## config.mk

```make
export PLATFORM = sky130hd
export DESIGN_NAME = rename_freelist_ctrl
export DESIGN_NICKNAME = d
export VERILOG_FILES = /design/src/rtl/rename_freelist_ctrl.sv
export SDC_FILE = /design/constraint.sdc
export NUM_CORES = 1
export LEC_CHECK = 0
export CAP_MARGIN = 25
export CORE_MARGIN = 5
export CORE_UTILIZATION = 55
export CTS_CLUSTER_DIAMETER = 100
export DETAILED_ROUTE_END_ITERATION = 10
export DONT_BUFFER_PORTS = 1
export PLACE_DENSITY = 0.7
export SETUP_SLACK_MARGIN = 0.2
export SLEW_MARGIN = 0
export SYNTH_ARGS = -nofsm -noshare
export SYNTH_HDL_FRONTEND = slang
export SYNTH_SLANG_ARGS = --single-unit
```

## constraint.sdc

```tcl
create_clock -name Clk -period 5.4 [get_ports Clk]
set_input_delay 0.81 -clock Clk [delete_from_list [all_inputs] [get_ports Clk]]
set_output_delay 0.81 -clock Clk [all_outputs]
set_load 0.02 [all_outputs]
```

## src/rtl/rename_freelist_ctrl.sv

```systemverilog
// -----------------------------------------------------------------------------
// rename_freelist_ctrl
//
// Physical-register free list for the integer rename stage. Free tags live in a
// circular buffer addressed by three wrapping pointers:
//   head        - speculative allocate pointer (moves on grants)
//   commit_head - architecturally committed allocate pointer
//   tail        - release pointer (moves on retiring frees)
// Pointers carry one extra wrap bit so tail - head spans 0..DEPTH.
//
// After reset an init sequencer seeds INIT_COUNT tags (INIT_BASE + k*INIT_STRIDE)
// and then enters RUN. A flush rewinds head to commit_head and spends one RECOVER
// cycle without grants before returning to RUN.
//
// Ports:
//   Clk            clock
//   Rest           asynchronous active-low reset
//   AllocReq[1:0]  per-lane allocate request, bit0 = older lane
//   AllocGnt[1:0]  per-lane grant (combinational)
//   AllocTag0/1    tag offered to lane0 / lane1
//   FreeVld[1:0]   retiring-tag valid per slot
//   FreeTag0/1     retiring tags
//   CommitAllocNum allocations committed this cycle (0..2)
//   Flush          squash speculative allocations
//   Ready          RUN state and no flush this cycle
//   FreeCount      tail - head
//   FreeErr        one-cycle registered pulse on free overflow / commit past head
//   StallCnt       (only with FREELIST_STATS_EN) saturating count of stalled
//                  RUN cycles where a requesting lane was not granted
//
// Optional feature macro: FREELIST_STATS_EN
// -----------------------------------------------------------------------------
module rename_freelist_ctrl #(
    parameter int TAGW        = 7,
    parameter int DEPTH       = 32,
    parameter int PTRW        = 6,
    parameter int INIT_BASE   = 35,
    parameter int INIT_STRIDE = 4,
    parameter int INIT_COUNT  = 24
) (
    input  logic            Clk,
    input  logic            Rest,
    input  logic [1:0]      AllocReq,
    output logic [1:0]      AllocGnt,
    output logic [TAGW-1:0] AllocTag0,
    output logic [TAGW-1:0] AllocTag1,
    input  logic [1:0]      FreeVld,
    input  logic [TAGW-1:0] FreeTag0,
    input  logic [TAGW-1:0] FreeTag1,
    input  logic [1:0]      CommitAllocNum,
    input  logic            Flush,
    output logic            Ready,
    output logic [PTRW-1:0] FreeCount,
    output logic            FreeErr
`ifdef FREELIST_STATS_EN
    ,
    output logic [31:0]     StallCnt
`endif
);
    localparam int IDXW = $clog2(DEPTH);

    typedef enum logic [1:0] {
        ST_INIT    = 2'd0,
        ST_RUN     = 2'd1,
        ST_RECOVER = 2'd2
    } state_t;

    state_t          state_reg, state_next;
    logic [PTRW-1:0] head_reg, head_next;
    logic [PTRW-1:0] commit_head_reg, commit_head_next;
    logic [PTRW-1:0] tail_reg, tail_next;
    logic [PTRW-1:0] init_cnt_reg, init_cnt_next;
    logic            free_err_reg, free_err_next;

    // Tag storage; contents are deliberately not reset (the init sequencer seeds it)
    logic [TAGW-1:0] entry_mem [DEPTH];

    logic [PTRW-1:0] free_cnt;
    logic            seeding;
    logic            active;
    logic            run_alloc;
    logic            gnt0, gnt1;
    logic [1:0]      gnt_num;
    logic [1:0]      free_num;
    logic [PTRW:0]   free_sum;
    logic            free_drop;
    logic            free_ok;
    logic [PTRW-1:0] commit_dist;
    logic            commit_ovf;
    logic [PTRW-1:0] commit_adv;
    logic [PTRW-1:0] head_p1;
    logic [TAGW-1:0] seed_tag;
    logic            wr0_en, wr1_en;
    logic [IDXW-1:0] wr0_idx, wr1_idx;
    logic [TAGW-1:0] wr0_data;

    // FreeCount is derived from registered pointers only: frees landing this
    // cycle are not visible to this cycle's grants.
    assign free_cnt  = tail_reg - head_reg;
    assign seeding   = (state_reg == ST_INIT);
    assign active    = !seeding;
    assign run_alloc = (state_reg == ST_RUN) && !Flush;

    // In-order grant: lane1 can only take the second tag when lane0 is also
    // requesting and granted; a lone lane1 request takes the head tag.
    assign gnt0 = run_alloc && AllocReq[0] && (free_cnt >= PTRW'(1));
    assign gnt1 = run_alloc && AllocReq[1] &&
                  (AllocReq[0] ? (gnt0 && (free_cnt >= PTRW'(2)))
                               : (free_cnt >= PTRW'(1)));
    assign gnt_num  = {1'b0, gnt0} + {1'b0, gnt1};
    assign AllocGnt = {gnt1, gnt0};

    assign head_p1   = head_reg + PTRW'(1);
    assign AllocTag0 = entry_mem[head_reg[IDXW-1:0]];
    assign AllocTag1 = AllocReq[0] ? entry_mem[head_p1[IDXW-1:0]]
                                   : entry_mem[head_reg[IDXW-1:0]];

    // A cycle whose frees would overfill the buffer is dropped as a whole
    assign free_num  = {1'b0, FreeVld[0]} + {1'b0, FreeVld[1]};
    assign free_sum  = {1'b0, free_cnt} + (PTRW+1)'(free_num);
    assign free_drop = free_sum > (PTRW+1)'(DEPTH);
    assign free_ok   = active && !free_drop;

    // Commit may not overtake the speculative head; saturate there instead
    assign commit_dist = head_reg - commit_head_reg;
    assign commit_ovf  = PTRW'(CommitAllocNum) > commit_dist;
    assign commit_adv  = commit_ovf ? head_reg
                                    : commit_head_reg + PTRW'(CommitAllocNum);

    assign seed_tag = TAGW'(INIT_BASE + INIT_STRIDE * int'(init_cnt_reg));

    // Two write ports: port0 serves seeding or free slot 0, port1 serves free
    // slot 1 compacted behind slot 0.
    assign wr0_en   = seeding || (free_ok && FreeVld[0]);
    assign wr0_idx  = tail_reg[IDXW-1:0];
    assign wr0_data = seeding ? seed_tag : FreeTag0;
    assign wr1_en   = free_ok && FreeVld[1];
    assign wr1_idx  = tail_reg[IDXW-1:0] + IDXW'(FreeVld[0]);

    always_ff @(posedge Clk) begin
        if (wr0_en) entry_mem[wr0_idx] <= wr0_data;
        if (wr1_en) entry_mem[wr1_idx] <= FreeTag1;
    end

    always_comb begin
        state_next       = state_reg;
        head_next        = head_reg;
        commit_head_next = commit_head_reg;
        tail_next        = tail_reg;
        init_cnt_next    = init_cnt_reg;
        free_err_next    = 1'b0;
        case (state_reg)
            ST_INIT: begin
                tail_next     = tail_reg + PTRW'(1);
                init_cnt_next = init_cnt_reg + PTRW'(1);
                if (init_cnt_reg == PTRW'(INIT_COUNT - 1)) state_next = ST_RUN;
            end
            default: begin
                commit_head_next = commit_adv;
                tail_next        = tail_reg + (free_drop ? PTRW'(0) : PTRW'(free_num));
                free_err_next    = free_drop || commit_ovf;
                if (Flush) begin
                    // Rewind to the commit point including this cycle's commits
                    head_next  = commit_adv;
                    state_next = ST_RECOVER;
                end else begin
                    head_next  = head_reg + PTRW'(gnt_num);
                    state_next = ST_RUN;
                end
            end
        endcase
    end

    always_ff @(posedge Clk or negedge Rest) begin
        if (!Rest) begin
            state_reg       <= ST_INIT;
            head_reg        <= '0;
            commit_head_reg <= '0;
            tail_reg        <= '0;
            init_cnt_reg    <= '0;
            free_err_reg    <= 1'b0;
        end else begin
            state_reg       <= state_next;
            head_reg        <= head_next;
            commit_head_reg <= commit_head_next;
            tail_reg        <= tail_next;
            init_cnt_reg    <= init_cnt_next;
            free_err_reg    <= free_err_next;
        end
    end

    assign Ready     = (state_reg == ST_RUN) && !Flush;
    assign FreeCount = free_cnt;
    assign FreeErr   = free_err_reg;

`ifdef FREELIST_STATS_EN
    logic [31:0] stall_cnt_reg;

    always_ff @(posedge Clk or negedge Rest) begin
        if (!Rest) begin
            stall_cnt_reg <= '0;
        end else if (run_alloc && ((AllocReq & ~AllocGnt) != 2'b00) &&
                     (stall_cnt_reg != 32'hFFFF_FFFF)) begin
            stall_cnt_reg <= stall_cnt_reg + 32'd1;
        end
    end

    assign StallCnt = stall_cnt_reg;
`endif

endmodule

```

== After elaboration in Yosys (flattened, before gate mapping) ==
Memories as Yosys holds them, arrays and structs flattened.
Cells that the tools add are included.

* Register bits: 27
* RAM bits: 224
* Bits of input ports: 23
* Output and inout bits: 24
* Logic and storage cells: 57
* Memories kept: 1

{| class="wikitable"
|+ Memories
! memory !! words !! width !! rd ports !! clocked after Yosys merged registers in !! write ports !! line !! source
|-
| entry_mem || 32 || 7 || 2 || 0 || 2 || 76 || <nowiki>logic [TAGW-1:0] entry_mem [DEPTH];</nowiki>
|}

* Add/subtract/negate cells: 13
* Order comparisons: 4
* Eq/ne operators: 3
* Muxes and demuxes: 15
* Reductions and logical operators: 15

{| class="wikitable"
|+ Operators by type and width
! kind !! count
|-
| 6-bit by 2-bit adder with 6-bit output || 3
|-
| 6-bit two-way mux || 3
|-
| 7-bit two-way mux || 2
|-
| 6-bit by 1-bit adder with 6-bit output (second input constant) || 2
|-
| 6-bit subtractor || 2
|-
| 1-bit logical AND || 9
|-
| 2-bit two-way mux || 4
|-
| 6-bit by 2-bit adder with 7-bit output || 1
|-
| 6-bit by 7-bit adder with 7-bit output (first input constant) || 1
|-
| 7-bit by 6-bit greater-than comparator with 1-bit output (second input constant) || 1
|-
| 6-bit by 5-bit equality test with 1-bit output (second input constant) || 1
|-
| 6-bit by 1-bit greater-or-equal comparator with 1-bit output (second input constant) || 1
|-
| 6-bit by 2-bit greater-or-equal comparator with 1-bit output (second input constant) || 1
|-
| 2-bit by 6-bit greater-than comparator with 1-bit output || 1
|-
| 1-bit two-way mux || 6
|-
| 5-bit by 1-bit adder with 5-bit output || 1
|-
| 5-bit by 1-bit adder with 5-bit output (second input constant) || 1
|-
| 1-bit by 1-bit adder with 2-bit output || 2
|-
| 1-bit zero test || 3
|-
| 2-bit by 1-bit equality test with 1-bit output (second input constant) || 1
|-
| 2-bit zero test || 1
|-
| 1-bit logical OR || 2
|-
| 2-bit by 1-bit inequality test with 1-bit output (second input constant) || 1
|}

== Logic depth before layout (Yosys ltp) ==
Gate-level depths: netlist of run 1.

* Depth after elaboration: 10
* Depth in mapped cells: 19
* Gate-level depth less buffers: 17

== Least setup slack after synthesis of run 1 ==
OpenSTA, ideal clock, no wires.

* Path type: flip-flop to flip-flop
* Start point: register head_reg[1]
* End point: register tail_reg[4]
* Setup time: 0.079 ns
* Data arrival time: 4.382 ns
* Data required time: 5.321 ns
* Setup slack: 0.938 ns
* Cell stages (with the launch flop): 19
* Buffers on the path: 4
* Period minus slack after synthesis: 4.462 ns
* Path through: dfrtp_1 clkbuf_1 clkbuf_1 inv_1 fa_1 fa_1 nor3b_1 a31oi_1 nor3_1 or3b_1 buf_6 buf_12 and2_4 a21o_1 ha_1 inv_1 fa_1 nor2_1 xor2_1

* Longest elaborated chain between the ends: 6

{| class="wikitable"
|+ Ends and longest elaborated chain
! element !! line !! source
|-
| start, declared || 69 || <nowiki>logic [PTRW-1:0] head_reg, head_next;</nowiki>
|-
| start signal, assigned || 184 || <nowiki>head_reg <= head_next;</nowiki>
|-
| 6-bit subtractor || 99 || <nowiki>assign free_cnt = tail_reg - head_reg;</nowiki>
|-
| via FreeCount[1] || 53 || <nowiki>output logic [PTRW-1:0] FreeCount,</nowiki>
|-
| 6-bit by 2-bit adder with 7-bit output || 120 || <nowiki>assign free_sum = {1'b0, free_cnt} + (PTRW+1)'(free_num);</nowiki>
|-
| 7-bit by 6-bit greater-than comparator with 1-bit output || 121 || <nowiki>assign free_drop = free_sum > (PTRW+1)'(DEPTH);</nowiki>
|-
| 2-bit two-way mux || 160 || <nowiki>tail_next = tail_reg + (free_drop ? PTRW'(0) : PTRW'(free_num));</nowiki>
|-
| 6-bit by 2-bit adder with 6-bit output || 160 ||
|-
| 6-bit two-way mux || 152 || <nowiki>case (state_reg)</nowiki>
|-
| via tail_next[4] || 71 || <nowiki>logic [PTRW-1:0] tail_reg, tail_next;</nowiki>
|-
| end signal, assigned || 186 || <nowiki>tail_reg <= tail_next;</nowiki>
|-
| end, declared || 71 ||
|}

The timed path passes the listed nets, and every way through them passes these cells.
A chain may end at the register's enable or synchronous reset.

== Worst setup path after layout of run 1 ==
* Start point: register head_reg[1]
* End point: output AllocTag1[1]

* Longest elaborated chain between the ends: 3

{| class="wikitable"
|+ Ends and longest elaborated chain
! element !! line !! source
|-
| 5-bit by 1-bit adder with 5-bit output || 113 || <nowiki>assign head_p1 = head_reg + PTRW'(1);</nowiki>
|-
| memory 32 x 7 bit * || -- ||
|-
| 7-bit two-way mux * || 115 || <nowiki>assign AllocTag1 = AllocReq[0] ? entry_mem[head_p1[IDXW-1:0]]</nowiki>
|-
| end, declared || 46 || <nowiki>output logic [TAGW-1:0] AllocTag1,</nowiki>
|}

Mark *: on every way between the ends. The rest lies on a longest branch, timed or not.

==> results of run 1 <==
-- cell families (layout without fill, tap and decap cells) --
group           after synthesis  count (layout)  synth area share, %
buf+inv                     131             121                 3.57
compound gates              121             121                 4.78
fa+ha+maj                    31              31                 2.63
simple gates                219             219                 8.02
mux                         365             365                 34.7
flops                       251             251                 45.0
xor+xnor                     23              23                 1.27
-- per-layer routing --
layer / GRT usage, % / up-vias / part of all wire (%)
met5: 0 / - / 0
met4: 10.3 / 0 / 4.4
met2: 46.3 / 637 / 48
li1: - / 4474 / -
met3: 6.35 / 130 / 10
met1: 37.9 / 5574 / 37
-- power by group --
part | switching, mW | internal (mW) | total, mW
logic | 4.59 | 3.54 | 8.12
clock network | 0.810 | 1.31 | 2.12
registers | 0.336 | 3.00 | 3.34
-- worst max path at each step --
stage | from | slack, ps | depth (start not counted) | to
after floorplan | head_reg[1] | 940 | 18 | tail_reg[4]
after global placement | head_reg[0] | 830 | 8 | AllocTag1[5]
after detailed placement | FreeVld[0] | 760 | 10 | entry_mem[2][2]
after CTS | head_reg[0] | 260 | 7 | AllocTag1[1]
after global routing | head_reg[1] | 210 | 7 | AllocTag1[1]
final | head_reg[1] | 370 | 7 | AllocTag1[1]
-- stage by stage --
step / setup slack [ps] / util (%) / total power, mW / area [µm²]
detailed placement: 763 / 56.6 / 11.3 / 16700
global placement: 831 / 56.6 / 11.2 / 16700
CTS: 261 / 60.1 / 13.4 / 17800
finish: 367 / 60.4 / 13.6 / 17900
floorplan: 938 / - / 9.30 / 16500
global route: 211 / 60.4 / 14.1 / 17900
-- cell usage after synthesis (5+ instances only) --
cell type	n
o21ai_0	41
nand3_4	15
xnor2_1	18
or3_1	5
nand2b_1	8
mux4_2	140
a21oi_1	23
edfxtp_1	224
nand3_1	10
nor2_1	57
mux2_2	217
nor3_1	14
buf_2	11
ha_1	25
nand4b_2	5
and3_1	5
nor2b_1	5
fa_1	6
buf_1	11
clkbuf_1	71
o22ai_1	26
mux2_4	7
nor2_2	9
nand2_1	58
inv_1	26
dfrtp_1	27
-- timing repair --
item / CTS / global route
hold buffers: 1 / 0
buffers inserted: 0 / 0
resized for setup: 1 / 0
setup endpoints to repair: 1 / 0
hold endpoints to repair: 27 / 0
-- placed cells by master (no fill, tap or decap), types with 17 or more instances in the layout --
master,netlist,layout
a21oi_1,23,23
buf_4,4,26
clkbuf_16,0,29
dfrtp_1,27,25
edfxtp_1,224,224
ha_1,25,24
inv_1,26,26
mux2_2,217,217
mux4_2,140,140
nand2_1,58,56
nor2_1,57,57
o21ai_0,41,40
o22ai_1,26,26
xnor2_1,18,17
-- area by class of cell --
cell class                 count  area share (%)
sequential                   251            41.5
clock buffer                  31            4.11
inverter                      28           0.589
clock inverter                21            1.58
tap                          390            2.73
timing repair buffer          41            1.87
multi-input combinational    759            47.6
==> run metrics, run 1 <==
status=completed; Most common cell on crit path=mux4_2; HPWL after detailed placement=31800 µm; FF-to-FF Start=tail_reg[0]; Finish-stage setup viols=0; max incr delay on CP=between 700 and 800 ps; Final ANT Viol Nets=0; RSZ-0062 raised after global routing=false; count of cell types in the netlist=a little under 70; sequential cell area=around 7400 µm²; CTS buffer count=28; Reg clk slew, reported paths=60 ps; top_reg_cell synth=edfxtp_1; Async SR Flop Fraction=10.8%; crit-path cells=buf_4, ha_4, buf_12, mux4_2, mux4_2, o22ai_1, nor2_1; Post-synth EDFFs=224; die area=about 33000 µm²; static leakage=5.98 nW; Critical Setup Path Class=flop to primary output; Multi-input gate area=8500 µm²; routed wire length=48000 µm; crit path max fanout=64; register area share after synthesis=45.0%; Max Clock Freq=0.199 GHz; r2r setup slk=roughly 700 ps; Yosys reg bits=251; fin nets=1163; Die Wd=approximately 180 µm; Top-Level Pins=between 40 and 50; HP Class=primary input to asynchronous set/reset pin; Root Driver=clkbuf_16; CP max stage cell=buf_4; TritonRoute pass-1 iters=7; Synth Cell Area=16500 µm²; area share of the largest cell type after synthesis=40.9%; Largest Register=entry_mem; skew final=14.2 ps; Cells after DPL=1459; Max Cap Violations=0; Yosys top cell by area=edfxtp_1; Fin Setup TNS=0 ps; wire length per cell=approximately 32 µm; initial antenna violation count=0; Starting DRT DRC Count=~1400; clock sinks=around 250; grt total ovfl=0; largest net degree at the start of global routing=65; gpl congestion=around 0.95; number of diodes=0; Net Count, Synth=1195; vias in the first global route=about 11000; WHS=78.4 ps; worst r2r path cells=13; synth warn=0; layout cells sized above 1=45.1%; period utilisation layout=93.2%; Non-Filler Instances=1521; Std-Cell Rows=63; fin. max-slew vios=0; Bufs on Longest Clock Path=3; initial core utilization=55.7%; first-pass GRT wire length=70600 µm; Critical Path RT=between 4000 and 5000 ps; fill count=2219; crit path buf inv count=2; worst r2r dst=entry_mem[2][2]; synth top area cells=edfxtp_1, mux4_2, mux2_2; Syn Inst Count=1141; Die H=183 µm; CP top delay family=buffers and inverters; Area Growth Syn to Fin=8.51%; worst slew pin tran=1030 ps; Period minus WS final=approximately 5000 ps; number of I/O port buffers=0; detailed-route via count=10815; Pwr Density=761 nW/µm²; total track usage=approximately 28%; Max VDD drop=0.530 mV; startpoint types=flop; Rel. slew slack=approximately 31%; CTS tree=built; DRC Markers=0; max reg flops=approximately 220; CTS H-tree lvls=1; core area=just under 30000 µm²; WP data arrival=roughly 4200 ps; Avg Cell Area, Syn=14.4 µm²; Clock Latency Late Sink=approximately 560 ps; vias per inst=7.11; Final Hold Vio Count=0; crit path capture type=primary output
Power figures use the tool's default switching activity.
==> inputs of run 2 (changes only) <==
Settings changed: CORE_UTILIZATION 55 to 43, HOLD_SLACK_MARGIN from default to 0.12, PLACE_DENSITY 0.7 to default.
==> run 2 against run 1 <==
Flip-flop and latch count unchanged. Via count decreased by 2.0%. Critical path depth did not move. Final cell count up 9.3%. First-iteration DRC count decreased by 24%. Combinational power is 1% higher. Highest routed layer is now met5.
==> run metrics, run 2 (same netlist as run 1, synthesis figures left out) <==
Die H=206 µm; number of I/O port buffers=0; Rel. slew slack=roughly 28%; CTS H-tree lvls=1; gpl congestion=~0.9; startpoint types=flop; Final ANT Viol Nets=0; RSZ-0062 raised after global routing=false; sequential cell area=roughly 7400 µm²; fill count=between 3000 and 4000; fin. max-slew vios=0; most common cell after layout, fill and taps aside=edfxtp_1; first-pass GRT wire length=72200 µm; Period minus WS final=4880 ps; Non-Filler Instances=around 1700; commonest non-fill, non-tap cells in the layout=edfxtp_1, mux2_2, mux4_2; Fin Setup TNS=0 ps; initial antenna violation count=1; r2r setup slk=around 650 ps; Max Clock Freq=0.205 GHz; Max Cap Violations=0; worst r2r path cells=13; largest net degree at the start of global routing=64; Finish-stage setup viols=0; Critical Setup Path Class=flop to primary output; Setup WS pre-CTS=660 ps; Reg clk slew, reported paths=60 ps; period utilisation layout=90.4%; clock sinks=251; Critical Path RT=approximately 4600 ps; Area Growth Syn to Fin=9.94%; Pwr Density=751 nW/µm²; max reg flops=224; worst slew pin tran=1070 ps; wire length per cell=29.5 µm; worst setup margin=516 ps; fin nets=between 1000 and 1500; Final Hold Vio Count=0; Die Wd=~210 µm; core area=around 38000 µm²; Max VDD drop=0.516 mV; Top-Level Pins=47; Clock Latency Late Sink=580 ps; total track usage=between 20% and 30%; Root Driver=clkbuf_16; crit path capture type=primary output; static leakage=6.03 nW; crit path max fanout=58; WHS=314 ps; vias in the first global route=between 10000 and 15000; number of diodes=0; routed wire length=49100 µm; Cells after DPL=1602; vias per inst=6.38; DRC Markers=0; die area=42300 µm²; grt total ovfl=0; Starting DRT DRC Count=1066; CTS tree=built; TritonRoute pass-1 iters=5; detailed-route via count=10598; status=completed; layout cells sized above 1=between 40 and 50%; Bufs on Longest Clock Path=3; CTS buffer count=30; skew final=27.5 ps; WP data arrival=between 4000 and 5000 ps; Std-Cell Rows=71; Largest Register=entry_mem; Multi-input gate area=approximately 8500 µm²; hold path depth=1; HP Class=primary input to flop; HPWL after detailed placement=around 33000 µm; initial core utilization=43.6%
[run 2: cell count changes in the layout (fill, tap and decap cells not counted), sizes merged]
cell and change:
clkinvlp -1, dlygate4sd3 +1, clkinv -5, buf +17, clkbuf +12, bufinv -4
[run 2: per-layer routing]
layer,wire [µm],vias to the layer above,GRT usage (%),part of all wire (%)
li1,-,4508,-,-
met1,20800,5554,33.2,42
met2,23500,459,37.0,48
met3,3490,75,3.83,7.1
met4,1260,2,5.72,2.6
met5,7,-,0,0.014
[run 2: stage by stage]
stage / util (%) / power (mW) / area, µm²
floorplan: - / 9.30 / 16500
global placement: 45.1 / 11.4 / 17000
detailed placement: 45.2 / 11.5 / 17100
CTS: 47.8 / 13.6 / 18100
global route: 47.9 / 14.2 / 18100
finish: 47.9 / 13.6 / 18100
[run 2: timing repair]
| item | 4_1_cts | 5_1_grt |
|---|---|---|
| endpoints found under the setup margin | 7 | 7 |
| hold buffers | 2 | 0 |
| hold endpoints to repair | 27 | 0 |
| setup buffers | 0 | 0 |
| resized for setup | 1 | 1 |
[run 2: final timing paths]
kind                                      start          endpoint
worst max-delay path                head_reg[0]      AllocTag1[4]
worst min-delay path                      Flush       head_reg[2]
worst max register to register      tail_reg[0]  entry_mem[20][1]
worst min register to register  init_cnt_reg[5]      state_reg[0]
max in group asynchronous                  Rest       head_reg[0]
min in group asynchronous                  Rest      state_reg[1]
[run 2: cell type report]
| type | instances | share of cell area, % |
|---|---|---|
| Tap cell | 511 | 3.54 |
| Inverter | 28 | 0.581 |
| Sequential cell | 251 | 41.0 |
| Clock inverter | 11 | 0.692 |
| Multi-Input combinational cell | 759 | 47.0 |
| Clock buffer | 43 | 4.70 |
| Timing Repair Buffer | 59 | 2.57 |
[run 2: critical path, stage by stage (launching register included)]
cell	delay, ps
dfrtp_4	410
buf_6	500
ha_4	480
buf_12	380
mux4_2	630
mux4_2	560
o22ai_1	300
nor2_1	200
[run 2: report_power, final]
group | switching (mW) | total (mW) | internal, mW | leakage, nW
logic | 4.67 | 8.23 | 3.56 | 3.24
clock network | 0.823 | 2.05 | 1.22 | 0.470
registers | 0.306 | 3.30 | 3.00 | 2.32
total | 5.80 | 13.6 | 7.78 | 6.03
